--- src/rtl/result_writeback_packer.sv ---
// ---------------------------------------------------------------------------
// result_writeback_packer
//
// Purpose:
//   Producer side of the result-memory write path. Solver elements arrive one
//   per valid/ready handshake and are packed, no_of_units at a time, into one
//   memory row. Each vector of number_of_equations_per_cluster elements is
//   zero-padded up to a whole number of rows. One write strobe, row address
//   and row image is produced per row. After every non-final row the block
//   asks for the next operand row (read_again). After the last row it pulses
//   finish.
//
// Ports:
//   clk                - single clock, all state on the rising edge
//   reset              - synchronous, active-low (0 = reset)
//   start              - begins a vector pass; only honoured while idle
//   elem_valid         - elem_data carries a valid element this cycle
//   elem_ready         - block takes elem_data this cycle
//   elem_data          - one solver element
//   result_mem_we      - one-cycle row write strobe
//   result_mem_counter - row address of the current write (0..ROWS-1)
//   result_mem_data    - packed row, lane k at [k*element_width +: element_width]
//   read_again         - one-cycle request for the next operand row
//   busy               - high whenever a pass is in progress
//   finish             - one-cycle pulse when the pass is complete
// ---------------------------------------------------------------------------
module result_writeback_packer #(
  parameter int no_of_units                     = 8,
  parameter int element_width                   = 32,
  parameter int number_of_equations_per_cluster = 19
) (
  input  logic                                 clk,
  input  logic                                 reset,
  input  logic                                 start,
  input  logic                                 elem_valid,
  output logic                                 elem_ready,
  input  logic [element_width-1:0]             elem_data,
  output logic                                 result_mem_we,
  output logic [31:0]                          result_mem_counter,
  output logic [no_of_units*element_width-1:0] result_mem_data,
  output logic                                 read_again,
  output logic                                 busy,
  output logic                                 finish
);

  localparam int N          = number_of_equations_per_cluster;
  // A vector whose length is already a multiple of the row width still gets
  // a full extra zero row; the consumer relies on that fixed row count.
  localparam int ADDITIONAL = no_of_units - (N % no_of_units);
  localparam int TOTAL      = N + ADDITIONAL;
  localparam int ROWS       = TOTAL / no_of_units;
  localparam int DW         = no_of_units * element_width;

  localparam int CW = $clog2(N + 1);
  localparam int LW = (no_of_units > 1) ? $clog2(no_of_units) : 1;
  localparam int RW = (ROWS > 1) ? $clog2(ROWS) : 1;

  localparam logic [CW-1:0] LAST_ELEM = CW'(N - 1);
  localparam logic [CW-1:0] ALL_ELEMS = CW'(N);
  localparam logic [LW-1:0] LAST_LANE = LW'(no_of_units - 1);
  localparam logic [RW-1:0] LAST_ROW  = RW'(ROWS - 1);

  typedef enum logic [2:0] {
    S_IDLE,
    S_FILL,
    S_PAD,
    S_WRITE,
    S_DONE
  } state_e;

  state_e                   state_q, state_d;
  logic [CW-1:0]            elem_count_q, elem_count_d;
  logic [LW-1:0]            lane_idx_q, lane_idx_d;
  logic [RW-1:0]            row_count_q, row_count_d;
  logic [element_width-1:0] lanes_q [no_of_units];
  logic [element_width-1:0] lanes_d [no_of_units];

  logic          we_q, we_d;
  logic [31:0]   counter_q, counter_d;
  logic [DW-1:0] data_q, data_d;
  logic          read_again_q, read_again_d;
  logic          finish_q, finish_d;

  logic [DW-1:0] lanes_packed;

  assign elem_ready         = (state_q == S_FILL);
  assign busy               = (state_q != S_IDLE);
  assign result_mem_we      = we_q;
  assign result_mem_counter = counter_q;
  assign result_mem_data    = data_q;
  assign read_again         = read_again_q;
  assign finish             = finish_q;

  // Next-state logic. This block also covers the lane registers and the
  // element, lane and row counters.
  always_comb begin
    state_d      = state_q;
    elem_count_d = elem_count_q;
    lane_idx_d   = lane_idx_q;
    row_count_d  = row_count_q;
    for (int k = 0; k < no_of_units; k++) begin
      lanes_d[k] = lanes_q[k];
    end

    unique case (state_q)
      S_IDLE: begin
        if (start) begin
          state_d      = S_FILL;
          elem_count_d = '0;
          lane_idx_d   = '0;
          row_count_d  = '0;
        end
      end

      S_FILL: begin
        if (elem_valid) begin
          lanes_d[lane_idx_q] = elem_data;
          elem_count_d        = elem_count_q + CW'(1);
          // A full row takes priority over "last element". When N is a
          // multiple of the row width, the all-zero row is reached via PAD
          // after this write instead.
          if (lane_idx_q == LAST_LANE) begin
            lane_idx_d = '0;
            state_d    = S_WRITE;
          end else begin
            lane_idx_d = lane_idx_q + LW'(1);
            if (elem_count_q == LAST_ELEM) begin
              state_d = S_PAD;
            end
          end
        end
      end

      S_PAD: begin
        // lane_idx points at the first lane not filled by a real element.
        for (int k = 0; k < no_of_units; k++) begin
          if (k >= int'(lane_idx_q)) begin
            lanes_d[k] = '0;
          end
        end
        state_d = S_WRITE;
      end

      S_WRITE: begin
        lane_idx_d = '0;
        if (row_count_q == LAST_ROW) begin
          state_d = S_DONE;
        end else begin
          row_count_d = row_count_q + RW'(1);
          state_d     = (elem_count_q == ALL_ELEMS) ? S_PAD : S_FILL;
        end
      end

      S_DONE: begin
        state_d = S_IDLE;
      end

      default: begin
        state_d = S_IDLE;
      end
    endcase
  end

  // Pack the lane values that will be present after this edge.
  always_comb begin
    lanes_packed = '0;
    for (int k = 0; k < no_of_units; k++) begin
      lanes_packed[k*element_width +: element_width] = lanes_d[k];
    end
  end

  // The outputs are registered. They are computed from the state being
  // entered, so the strobe, address and data all line up with the WRITE
  // cycle. The address and data hold their values between writes.
  always_comb begin
    we_d         = 1'b0;
    read_again_d = 1'b0;
    finish_d     = 1'b0;
    counter_d    = counter_q;
    data_d       = data_q;

    if (state_d == S_WRITE) begin
      we_d         = 1'b1;
      counter_d    = 32'(row_count_q);
      data_d       = lanes_packed;
      read_again_d = (row_count_q != LAST_ROW);
    end

    if (state_d == S_DONE) begin
      finish_d = 1'b1;
    end
  end

  // State and output registers. Reset overrides an in-flight pass.
  always_ff @(posedge clk) begin
    if (!reset) begin
      state_q      <= S_IDLE;
      elem_count_q <= '0;
      lane_idx_q   <= '0;
      row_count_q  <= '0;
      for (int k = 0; k < no_of_units; k++) begin
        lanes_q[k] <= '0;
      end
      we_q         <= 1'b0;
      counter_q    <= '0;
      data_q       <= '0;
      read_again_q <= 1'b0;
      finish_q     <= 1'b0;
    end else begin
      state_q      <= state_d;
      elem_count_q <= elem_count_d;
      lane_idx_q   <= lane_idx_d;
      row_count_q  <= row_count_d;
      for (int k = 0; k < no_of_units; k++) begin
        lanes_q[k] <= lanes_d[k];
      end
      we_q         <= we_d;
      counter_q    <= counter_d;
      data_q       <= data_d;
      read_again_q <= read_again_d;
      finish_q     <= finish_d;
    end
  end

endmodule

--- config.mk ---
export PLATFORM = sky130hd
export DESIGN_NAME = result_writeback_packer
export DESIGN_NICKNAME = d
export VERILOG_FILES = /design/src/rtl/result_writeback_packer.sv
export SDC_FILE = /design/constraint.sdc
export NUM_CORES = 1
export LEC_CHECK = 0
export CAP_MARGIN = 20
export CORE_MARGIN = 10
export CORE_UTILIZATION = 45
export DETAILED_ROUTE_END_ITERATION = 12
export HOLD_SLACK_MARGIN = 0.05
export MAX_ROUTING_LAYER = met4
export PLACE_DENSITY = 0.7
export SLEW_MARGIN = 10
export SYNTH_ARGS = -nofsm -noshare
export SYNTH_HDL_FRONTEND = slang
export SYNTH_SLANG_ARGS = --single-unit
--- constraint.sdc ---
create_clock -name clk -period 3.05 [get_ports clk]
set_input_delay 0.61 -clock clk [delete_from_list [all_inputs] [get_ports clk]]
set_output_delay 0.61 -clock clk [all_outputs]
set_load 0.005 [all_outputs]
==> results of run 1 <==
## per-stage QoR
step / power, W / hold slack, ps
2_1_floorplan: 0.00735 / 446
3_3_place_gp: 0.00759 / 447
3_5_place_dp: 0.00759 / 446
4_1_cts: 0.0146 / 380
5_1_grt: 0.0149 / 408
6_report: 0.0145 / 406
## cell type report
cell class                      instances  area, µm²
Inverter                               40        158
Multi-Input combinational cell       1226       7090
Sequential cell                       530      10600
Fill cell                            3545      16900
Clock buffer                           68       1490
Tap cell                              532        666
Timing Repair Buffer                  352       3560
Clock inverter                         25        399
## report_power, final
group,switching [W],leakage [nW],internal [W],total [W]
sequential,0.0000126,4.27,0.00695,0.00696
combinational,0.000352,3.85,0.000130,0.000482
clock,0.00275,0.935,0.00429,0.00704
## routing by layer
| layer | track usage | vias to the layer above |
|---|---|---|
| li1 | - | 7321 |
| met1 | 0.302 | 7603 |
| met2 | 0.369 | 543 |
| met3 | 0.0481 | 96 |
| met4 | 0.0800 | 0 |
| met5 | - | - |
## worst max path at each step
stage                from                   end  slack [ps]  cells after the start
4_1_cts        state_q[0]            elem_ready          80                      3
3_5_place_dp   elem_valid         lanes_q[1][0]          50                      6
6_report       state_q[1]            elem_ready         110                      3
3_3_place_gp   elem_valid         lanes_q[1][1]         120                      6
2_1_floorplan  elem_valid  result_mem_data[225]         860                      6
5_1_grt        state_q[1]            elem_ready          40                      3
## registers in the layout (all words and copies together) (netlist names), 2 cells and up
register            cells
lane_idx_q              3
row_count_q             2
result_mem_counter      2
elem_count_q            5
result_mem_data       256
lanes_q               256
state_q                 3
## cell usage after synthesis (all sizes together) (33+ instances only)
cell type    n
mux2i       67
inv         40
nor3        39
nor2       271
mux2        33
o21ai      261
buf         63
a21oi      232
dfxtp      530
a22oi      131
clkbuf     146
## logic make-up (layout without fill, tap and decap cells)
group,count (synthesis),after routing
muxes,100,100
and+or+nand+nor,390,390
buffers and inverters,249,485
xor gates and xnor gates,4,4
DFF,530,530
AOI/OAI and AO/OA,695,695
other,1,30
adders and majority gates,7,7
## critical path, cell delays in order (launching register included)
cell	delay, ps
dfxtp_1	430
or3b_2	580
inv_1	180
clkdlybuf4s50_1	550
==> impl_metrics.tcl, run 1 <==
set metrics [dict create \
    status "finished clean" \
    hold_viol 0 \
    synth.top_cell.area_share 0.569 \
    fp.coreArea_um2 40900 \
    dr.pass1.iters 5 \
    muxShareOfSynthArea 0.0559 \
    clk_pin_slew_ps 60 \
    synthArstFlopShare 0 \
    hp-class "input port to flop" \
    post-cts-setup-buffers 0 \
    yosys-top-cells-area "dfxtp_1, o21ai_0, a21oi_1" \
    rsz0062_at_grt "false" \
    path_max_fanout 15 \
    ys_types 47 \
    place_ws_ps 49.2 \
    ios 329 \
    die_area_um2 50000 \
    ant_nets 0 \
    rows 74 \
    grt_pass1_wl_um 91400 \
    grt_overflow 0 \
    r2r-start "lane_idx_q[1]" \
    antenna_found_initial 0 \
    dr_wl_met2_um 28100 \
    synth-seq-area-share 0.569 \
    synthAdderAreaFrac 0.00469 \
    final_layout_size_suffix_gt1_frac 0.0870 \
    synth-simple-area-share 0.0943 \
    fin_nets 2245 \
    hp-start "reset" \
    maxCapViolations 0 \
    max-vdd-ir-drop_mv 0.458 \
    finalSetupViolCount 0 \
    holdPathEnd "result_mem_data[103]" \
    die_w_um 224 \
    vias 15600 \
    worst_slack_ps 113 \
    required_ps 2440 \
    cts_root_buf "clkbuf_16" \
    timing.final.crit_period_ps 2940 \
    placed_area_um2 22100 \
    port_buffers 298 \
    worst_pin_slew_ps 981 \
    end_kind "output pin" \
    grt_pass1_vias 15000 \
    track_usage 0.237 \
    relSlewSlack 0.344 \
    synth-edff-count 0 \
    tns_ps 0 \
    design_area_um2 24000 \
    report.final.slew_viol_count 0 \
    numCtsBuffers 52 \
    dp_cells 2680 \
    start_util 0.456 \
    yosysTopAreaCell "dfxtp_1" \
    routed_wirelength_um 60300 \
    wirelength_met1_um 26200 \
    startpoint_type "flop" \
    layout_commonest_cell "dfxtp_1" \
    whs_path_depth 3 \
    hpwl_um 39200 \
    cts_resized 0 \
    post-route-period-util 0.963 \
    final_cell_mix "dfxtp_1, clkdlybuf4s50_1, nor2_1, o21ai_0, a21oi_1" \
    drc 0 \
    gp_congestion 0.853 \
    tritoncts "built" \
    drt_iter0_drc 1445 \
    synth_warnings 0 \
    synth-seq-cells 530 \
    synth_top_family_by_area "compound AO/OA/AOI/OAI gates" \
    crit_type "flop to output pin" \
    synth_compound_area_frac 0.214 \
    fin_worst_skew_ps 19.6 \
    postCtsHoldBufs 0 \
    cellPowerDensity_nw_per_um2 604 \
    n_antenna_cell 0 \
    ff2ff_setup_slack_ps 410 \
    via_per_inst 5.61 \
    top_layer "met4" \
    synth_area_per_cell_um2 9.44 \
    syn_to_final_growth_pct 28.5 \
    p_leak_nw 9.05 \
    grt_max_degree 125 \
    die_h_um 224 \
    finish.utilization 0.586 \
    syn_inst 1976 \
    wl_met3_um 4260 \
    synthesis.area_um2 18700 \
    fmax_ghz 0.341 \
    insertion_delay_ps 600 \
    worstPathArrival_ps 2330 \
    r2r_cells 8 \
    final_cells 2773 \
    synth-main-ff-cell "dfxtp_1" \
    reg2reg_to "result_mem_data[145]" \
    clk_path_buf_depth 3 \
    avgRoutedWirePerCell_um 21.8 \
    cts_max_level 2 \
    cts_num_sinks 530 \
    synth-xor-area-share 0.00188 \
]
Note: power is estimated with default switching activity, not from simulation.
==> inputs of run 2 (changes only) <==
CAP_MARGIN = not set   (was 20)
==> results of run 2 <==
No change in the layout: final DEF, timing and power equal those of run 1.
